`src/rtl/vga_image_window_if.sv`:
```
// vga_image_window_if: frame RAM read port, VGA pin outputs and buffer-swap handshake.
interface vga_image_window_if #(
    parameter int PIX_W  = 3,
    parameter int ADDR_W = 13
);
    logic [ADDR_W-1:0] rd_addr;
    logic              rd_en;
    logic [PIX_W-1:0]  rd_data;
    logic [PIX_W-1:0]  pixel;
    logic              hsync_out;
    logic              vsync_out;
    logic              frame_start;
    logic              swap_req;
    logic              swap_ack;
    modport master (
        output rd_addr, rd_en, pixel, hsync_out, vsync_out, frame_start, swap_ack,
        input  rd_data, swap_req
    );
    modport slave (
        input  rd_addr, rd_en, pixel, hsync_out, vsync_out, frame_start, swap_ack,
        output rd_data, swap_req
    );
endinterface

```
`src/rtl/vga_image_window.sv`:
```
// vga_image_window: VGA timing with a windowed, integer-replicated image read from a sync-read frame RAM.
// Define DOUBLE_BUFFER_EN to enable frame-boundary swapping between two image buffers.
module vga_image_window #(
    parameter int H_ACTIVE = 640,
    parameter int H_FP     = 16,
    parameter int H_SYNC   = 96,
    parameter int H_BP     = 48,
    parameter int V_ACTIVE = 480,
    parameter int V_FP     = 10,
    parameter int V_SYNC   = 2,
    parameter int V_BP     = 33,
    parameter int IMG_W    = 64,
    parameter int IMG_H    = 64,
    parameter int X0       = 0,
    parameter int Y0       = 0,
    parameter int SCALE    = 1,
    parameter int PIX_W    = 3,
    parameter int ADDR_W   = 13,
    parameter logic [PIX_W-1:0] BG_COLOR = 3'b010
) (
    input logic clk,
    input logic reset,
    vga_image_window_if.master bus
);
    localparam int H_TOTAL = H_ACTIVE + H_FP + H_SYNC + H_BP;
    localparam int V_TOTAL = V_ACTIVE + V_FP + V_SYNC + V_BP;
    localparam int HW = $clog2(H_TOTAL);
    localparam int VW = $clog2(V_TOTAL);
    localparam logic [2:0] S_LAST = 3'(SCALE - 1);
    localparam logic [ADDR_W-1:0] BUF1 = ADDR_W'(IMG_W * IMG_H);
    localparam logic [ADDR_W-1:0] LINE = ADDR_W'(IMG_W);
    logic [HW-1:0] h_cnt;
    logic [VW-1:0] v_cnt;
    logic run, buf_sel, swap;
    logic h_end, v_end, in_wx, in_wy, active, win;
    logic [2:0] h_rep, v_rep;
    logic [ADDR_W-1:0] col, line_base;
    logic win1, act1, hs1, vs1, fs1;
    assign h_end  = int'(h_cnt) == H_TOTAL - 1;
    assign v_end  = int'(v_cnt) == V_TOTAL - 1;
    assign active = run && int'(h_cnt) < H_ACTIVE && int'(v_cnt) < V_ACTIVE;
    assign in_wx  = int'(h_cnt) >= X0 && int'(h_cnt) < X0 + IMG_W * SCALE;
    assign in_wy  = int'(v_cnt) >= Y0 && int'(v_cnt) < Y0 + IMG_H * SCALE;
    assign win    = active && in_wx && in_wy;
    assign bus.rd_en    = win;
    assign bus.rd_addr  = (buf_sel ? BUF1 : '0) + line_base + col;
    assign bus.swap_ack = swap;
    // run holds the counters at (0,0) for the first clock after reset release
    always_ff @(posedge clk or negedge reset)
        if (!reset) begin
            run   <= 1'b0;
            h_cnt <= '0;
            v_cnt <= '0;
        end else begin
            run <= 1'b1;
            if (run) begin
                h_cnt <= h_end ? '0 : h_cnt + 1'b1;
                if (h_end) v_cnt <= v_end ? '0 : v_cnt + 1'b1;
            end
        end
    // Incremental addressing; window lines clipped off-screen still advance line_base
    always_ff @(posedge clk or negedge reset)
        if (!reset) begin
            h_rep     <= '0;
            col       <= '0;
            v_rep     <= '0;
            line_base <= '0;
        end else if (run) begin
            h_rep <= (!in_wx || h_rep == S_LAST) ? '0 : h_rep + 1'b1;
            col   <= !in_wx ? '0 : col + ADDR_W'(h_rep == S_LAST);
            if (h_end && v_end) begin
                v_rep     <= '0;
                line_base <= '0;
            end else if (h_end && in_wy) begin
                v_rep     <= v_rep == S_LAST ? '0 : v_rep + 1'b1;
                line_base <= line_base + (v_rep == S_LAST ? LINE : '0);
            end
        end
`ifdef DOUBLE_BUFFER_EN
    logic pend;
    // A request seen at any time mid-frame is held until the last clock of the frame
    assign swap = run && h_end && v_end && (bus.swap_req || pend);
    always_ff @(posedge clk or negedge reset)
        if (!reset) begin
            buf_sel <= 1'b0;
            pend    <= 1'b0;
        end else begin
            buf_sel <= buf_sel ^ swap;
            pend    <= (pend || bus.swap_req) && !swap;
        end
`else
    logic unused_swap_req;
    assign unused_swap_req = bus.swap_req;
    assign swap    = 1'b0;
    assign buf_sel = 1'b0;
`endif
    // Stage 1 waits out the RAM read; stage 2 drives the pins
    always_ff @(posedge clk or negedge reset)
        if (!reset) begin
            win1            <= 1'b0;
            act1            <= 1'b0;
            hs1             <= 1'b1;
            vs1             <= 1'b1;
            fs1             <= 1'b0;
            bus.pixel       <= '0;
            bus.hsync_out   <= 1'b1;
            bus.vsync_out   <= 1'b1;
            bus.frame_start <= 1'b0;
        end else begin
            win1            <= win;
            act1            <= active;
            hs1             <= !(int'(h_cnt) >= H_ACTIVE + H_FP && int'(h_cnt) < H_ACTIVE + H_FP + H_SYNC);
            vs1             <= !(int'(v_cnt) >= V_ACTIVE + V_FP && int'(v_cnt) < V_ACTIVE + V_FP + V_SYNC);
            fs1             <= run && h_cnt == '0 && v_cnt == '0;
            bus.pixel       <= win1 ? bus.rd_data : act1 ? BG_COLOR : '0;
            bus.hsync_out   <= hs1;
            bus.vsync_out   <= vs1;
            bus.frame_start <= fs1;
        end
endmodule
```
`src/flat_wrapper.sv`:
```
// flat-port wrapper written by rule: the top's interface ports become plain ports
module vga_image_window_flat 
#(
    parameter int H_ACTIVE = 640,
    parameter int H_FP     = 16,
    parameter int H_SYNC   = 96,
    parameter int H_BP     = 48,
    parameter int V_ACTIVE = 480,
    parameter int V_FP     = 10,
    parameter int V_SYNC   = 2,
    parameter int V_BP     = 33,
    parameter int IMG_W    = 64,
    parameter int IMG_H    = 64,
    parameter int X0       = 0,
    parameter int Y0       = 0,
    parameter int SCALE    = 1,
    parameter int PIX_W    = 3,
    parameter int ADDR_W   = 13,
    parameter logic [PIX_W-1:0] BG_COLOR = 3'b010
)
  (clk, reset, bus_rd_addr, bus_rd_en, bus_pixel, bus_hsync_out, bus_vsync_out, bus_frame_start, bus_swap_ack, bus_rd_data, bus_swap_req);
  vga_image_window_if #(.PIX_W(PIX_W), .ADDR_W(ADDR_W)) bus_i ();
  input logic clk;
  input logic reset;
  output wire logic [$bits(bus_i.rd_addr)-1:0] bus_rd_addr;
  output wire logic [$bits(bus_i.rd_en)-1:0] bus_rd_en;
  output wire logic [$bits(bus_i.pixel)-1:0] bus_pixel;
  output wire logic [$bits(bus_i.hsync_out)-1:0] bus_hsync_out;
  output wire logic [$bits(bus_i.vsync_out)-1:0] bus_vsync_out;
  output wire logic [$bits(bus_i.frame_start)-1:0] bus_frame_start;
  output wire logic [$bits(bus_i.swap_ack)-1:0] bus_swap_ack;
  input wire logic [$bits(bus_i.rd_data)-1:0] bus_rd_data;
  input wire logic [$bits(bus_i.swap_req)-1:0] bus_swap_req;
  assign bus_rd_addr = bus_i.rd_addr;
  assign bus_rd_en = bus_i.rd_en;
  assign bus_pixel = bus_i.pixel;
  assign bus_hsync_out = bus_i.hsync_out;
  assign bus_vsync_out = bus_i.vsync_out;
  assign bus_frame_start = bus_i.frame_start;
  assign bus_swap_ack = bus_i.swap_ack;
  assign bus_i.rd_data = bus_rd_data;
  assign bus_i.swap_req = bus_swap_req;
  vga_image_window #(.H_ACTIVE(H_ACTIVE), .H_FP(H_FP), .H_SYNC(H_SYNC), .H_BP(H_BP), .V_ACTIVE(V_ACTIVE), .V_FP(V_FP), .V_SYNC(V_SYNC), .V_BP(V_BP), .IMG_W(IMG_W), .IMG_H(IMG_H), .X0(X0), .Y0(Y0), .SCALE(SCALE), .PIX_W(PIX_W), .ADDR_W(ADDR_W), .BG_COLOR(BG_COLOR)) u_core (.clk(clk), .reset(reset), .bus(bus_i));
endmodule
```
`config.mk`:
```
export PLATFORM = sky130hd
export DESIGN_NAME = vga_image_window_flat
export DESIGN_NICKNAME = d
export VERILOG_FILES = /design/src/rtl/vga_image_window_if.sv /design/src/rtl/vga_image_window.sv /design/src/flat_wrapper.sv
export SDC_FILE = /design/constraint.sdc
export NUM_CORES = 1
export LEC_CHECK = 0
export CAP_MARGIN = 20
export CORE_AREA = 5 5 80 82
export DETAILED_ROUTE_END_ITERATION = 12
export DIE_AREA = 0 0 85 87
export GPL_TIMING_DRIVEN = 0
export PLACE_DENSITY = 0.79
export SYNTH_ARGS = -nofsm -noshare
export SYNTH_HDL_FRONTEND = slang
export SYNTH_SLANG_ARGS = --single-unit
```
`constraint.sdc`:
```
create_clock -name clk -period 3 [get_ports clk]
set_input_delay 0.6 -clock clk [delete_from_list [all_inputs] [get_ports clk]]
set_output_delay 0.6 -clock clk [all_outputs]
set_load 0.05 [all_outputs]
```
Word-level counts from Yosys, hierarchy flattened
Cells that the tools add are included. W data, S select, Z words.

Bits of input ports: 6. Output and inout bits: 21. Logic and storage cells: 66. Register bits: 64.

Multiplexer cells: 12. Eq/ne operators: 2. Reduce and logical (&&, ||, !) cells: 21. Add/subtract/negate cells: 7. $lt $le $gt $ge: 8.

Operator list (number): $mux W13 (3); $add A13 B13 Y13 (2); $add A10 B1 Y10 const B (2); $logic_not A10 Y1 (2); $lt A10 B10 Y1 const B (2); $lt A10 B7 Y1 const B (2); $lt A10 B9 Y1 const B (2); $mux W10 (2); $mux W3 (5); $add A13 B1 Y13 (1); $eq A10 B10 Y1 const B (1); $eq A10 B9 Y1 const B (1); $ge A10 B10 Y1 const B (1); $ge A10 B9 Y1 const B (1); $logic_and A1 B1 Y1 (10); $mux W7 (1); $add A3 B1 Y3 const B (2); $logic_not A3 Y1 (2); $reduce_and A2 Y1 (2); $logic_not A1 Y1 (3); $mux W2 (1); $reduce_bool A2 Y1 (1); $logic_or A1 B1 Y1 (1).

Logic depth before layout (Yosys ltp)
Depth in word-level cells: 5. Mapped depth: 9. Gate-level depth less buffers: 9.

Worst setup path before layout
Ideal clock, no wire load.

Path type: register to output. From: register u_core.col[7]. To: output port bus_rd_addr[11]. Path slack: 0.415 ns. Arrival time: 1.985 ns. Stages on the path, launching flop included: 6. Buffers on the path: 0. Data required time: 2.400 ns. Cell sequence: dfrtp_1 > ha_1 > a21oi_1 > o211ai_1 > a21oi_1 > xnor2_1.

Cells in the longest elaborated chain, start to end: 1.

RTL lines: start: declaration (RTL line vga_image_window.sv:37) `logic [ADDR_W-1:0] col, line_base;`; start signal: assignment (RTL line vga_image_window.sv:70) `col <= !in_wx ? '0 : col + ADDR_W'(h_rep == S_LAST);`; $add A13 B13 Y13 (RTL line vga_image_window.sv:46) `assign bus.rd_addr = (buf_sel ? BUF1 : '0) + line_base + col;`; end: declaration (RTL line flat_wrapper.sv:25) `output wire logic [$bits(bus_i.rd_addr)-1:0] bus_rd_addr;`.

No other way between the ends.

Worst setup path after layout
From: register u_core.col[7]. To: output port bus_rd_addr[8].

The elaborated chain is that of the path after synthesis.

==> out/metrics.yaml <==
run_status: "complete, no violations"
gp_congestion: 0.838
synth_flop_cell: "dfrtp_1"
tritoncts: "yes"
finalClockSkew_ps: 10.0
irDropWorstVdd_mv: 0.329
syn2layout_area_growth_pct: 18.5
place_ws_ps: -272
setup_viol: 0
worstRegToRegCells: 9
grt_max_degree: 38
rsz0062_at_grt: "false"
final_max_slew_viol_count: 0
antenna_left: 0
relSlewSlack: 0.588
fin_crit_sh: 0.962
first_iter_violations: 153
grt_pass1_wl_mm: 12.2
clock_insertion_delay_worst_skew_ps: 340
async_reset_ff_frac: 1.00
avgSynthCellArea_um2: 9.78
postCtsSetupBuffers: 0
dr.pass1.iters: 4
path_clk_slew_ps: 70
tightest_slew_ps: 612
powerDensity_nw_per_um2: 582
seq_area_frac_synth: 0.460
clkPwrFrac: 0.366
drive_above_1_share: 0.115
wl_met1_mm: 3.04
insertedDiodeCount: 0
crit_fanout: 4
portBuffers: 24
ys_ff_latch: 58
coreArea_um2: 5680
wl_per_cell_um: 15.7
hold_path_class: "in2async"
seqCellArea_um2: 1460
yosys.area.top_type_share: 0.426
cp.required_ps: 2400
placementRows: 28
p_switching_mw: 0.679
swShare: 0.311
wl_met3_um: 288
wl_mm: 6.89
clockBufferDepth: 2
seqPwrFrac: 0.431
syn_inst: 324
route.met2.wl_mm: 3.45
grt-ovfl-total: 0
setup_ws_ps: 113
regToRegSetupSlack_ps: 600
cts_max_level: 3
root_buffer: "clkbuf_8"
netlist_area_um2: 3170
crit_arrival_ps: 2290
die_y_um: 87
hold_viol_final: 0
multi_input_area_um2: 1580
crit_type: "reg2out"
intPower_mw: 1.51
syn_nets: 348
synth-edff-count: 0
synth_cell_types: 53
yosysTopAreaCell: "dfrtp_1"
whs_ps: 237
numCtsBuffers: 9
final.fill_count: 446
yosysMostFrequentCell: "dfrtp_1"
die_area_um2: 7400
fin_nets: 383
comb_power_share: 0.202
period_minus_slack_ps: 2890
grt_pass1_vias: 2605
worstSetupStartpointType: "flip-flop"
io_pins: 27
reg2reg_to: "u_core.col[12]$_DFFE_PN0P_"
start_util: 0.558
globalRouteTotalUtil: 0.207
routed.top_layer: "met4"
maxCapViolCount: 0
vias: 2553
drc: 0
reg2reg_from: "u_core.h_rep[0]$_DFFE_PN0P_"
yosys_warnings: 0
antenna_found_initial: 0
endpoint_kind: "primary output"
synthTopCellsByCount: "54 x dfrtp_1, 26 x nand2_1, 23 x o21ai_0, 19 x inv_1"
viasPerCell: 5.82
dp_hpwl_mm: 5.00
clkSinkCount: 58
p_leak_nw: 1.68
max_clock_freq_mhz: 346
synth_area_leaders: "dfrtp_1 43%, ha_1 7.1%, xnor2_1 4.7%"
die_w_um: 85
[flip-flops by register name (all words and copies together), names as in the netlist]
register                cells
u_core.v_rep                3
u_core.fs1                  1
u_core.bus.frame_start      1
u_core.bus.vsync_out        1
u_core.v_cnt               10
u_core.h_rep                3
u_core.hs1                  1
u_core.win1                 1
u_core.vs1                  1
u_core.col                 13
u_core.line_base            7
u_core.act1                 1
u_core.bus.pixel            3
u_core.run                  1
u_core.h_cnt               10
u_core.bus.hsync_out        1
[layout make-up]
cell class | instances | area share
Buffer | 16 | 0.0220
Sequential cell | 58 | 0.388
Tap cell | 75 | 0.0250
Timing Repair Buffer | 25 | 0.0666
Multi-Input combinational cell | 230 | 0.421
Inverter | 19 | 0.0190
Clock inverter | 5 | 0.0207
Clock buffer | 11 | 0.0377
[layer usage]
layer | track usage | vias up
li1 | - | 1220
met1 | 0.261 | 1262
met2 | 0.350 | 57
met3 | 0.0464 | 14
met4 | 0.0705 | 0
met5 | 0 | -
[power by group through the flow]
stage / sequential [mW] / clock (mW) / combinational, mW
after global placement: 0.951 / 0 / 0.432
after floorplan: 0.948 / 0 / 0.300
after detailed placement: 0.954 / 0 / 0.446
final: 0.942 / 0.801 / 0.442
after CTS: 0.940 / 0.809 / 0.447
after global routing: 0.956 / 0.847 / 0.482
[critical path: stages (launching register included)]
cell	delay, ps
dfrtp_1	440
ha_1	340
a21oi_2	220
xnor2_1	140
clkdlybuf4s50_1	820
[through the flow]
step                      std cells  total power [mW]  utilization  setup TNS [ps]  instance area, um^2
final                           439              2.19        0.662               0                 3750
after global routing            439              2.28        0.662               0                 3750
after CTS                       440              2.20        0.660               0                 3750
after detailed placement        424              1.40        0.620            -322                 3520
after global placement          423              1.38        0.617          -23270                 3500
after floorplan                 324              1.25            -               0                 3170
[how the worst max path moves through the flow]
stage                                    start                           to  slack (ps)  depth (start not counted)
6_report             u_core.col[7]$_DFFE_PN0P_               bus_rd_addr[8]         110                          4
5_1_grt              u_core.col[7]$_DFFE_PN0P_               bus_rd_addr[8]          20                          4
4_1_cts              u_core.col[7]$_DFFE_PN0P_              bus_rd_addr[12]          20                          6
3_5_place_dp   u_core.line_base[7]$_DFFE_PN0P_              bus_rd_addr[12]        -270                          6
3_3_place_gp                             reset  u_core.h_rep[2]$_DFFE_PN0P_        -430                          1
2_1_floorplan        u_core.col[7]$_DFFE_PN0P_              bus_rd_addr[11]         410                          5
[placed cells by master (no fill, tap or decap), drive strengths merged, types with 7 or more instances in the layout]
master and count:
dfrtp 54, nand2 26, o21ai 25, nor2 20, inv 19, clkbuf 19
ha 18, clkdlybuf4s50 18, xnor2 17, nand3 17, buf 11, and3 10
a21oi 9, nor3 8, a22o 8, nor4 8, nand4 7, or3 7
[timing repair]
action	in CTS	in global routing
pin swaps	0	0
hold buffers	0	0
setup endpoints to repair	5	5
resized for setup	15	2
[cell families after synthesis]
logic type,synth area share
flip-flops,0.460
buffers and inverters,0.0497
AO/OA/AOI/OAI,0.120
adder cells (fa/ha/maj),0.0711
XOR/XNOR,0.0608
other,0.00237
AND/OR/NAND/NOR,0.230
multiplexers,0.00671
Power figures use the tool's default switching activity.
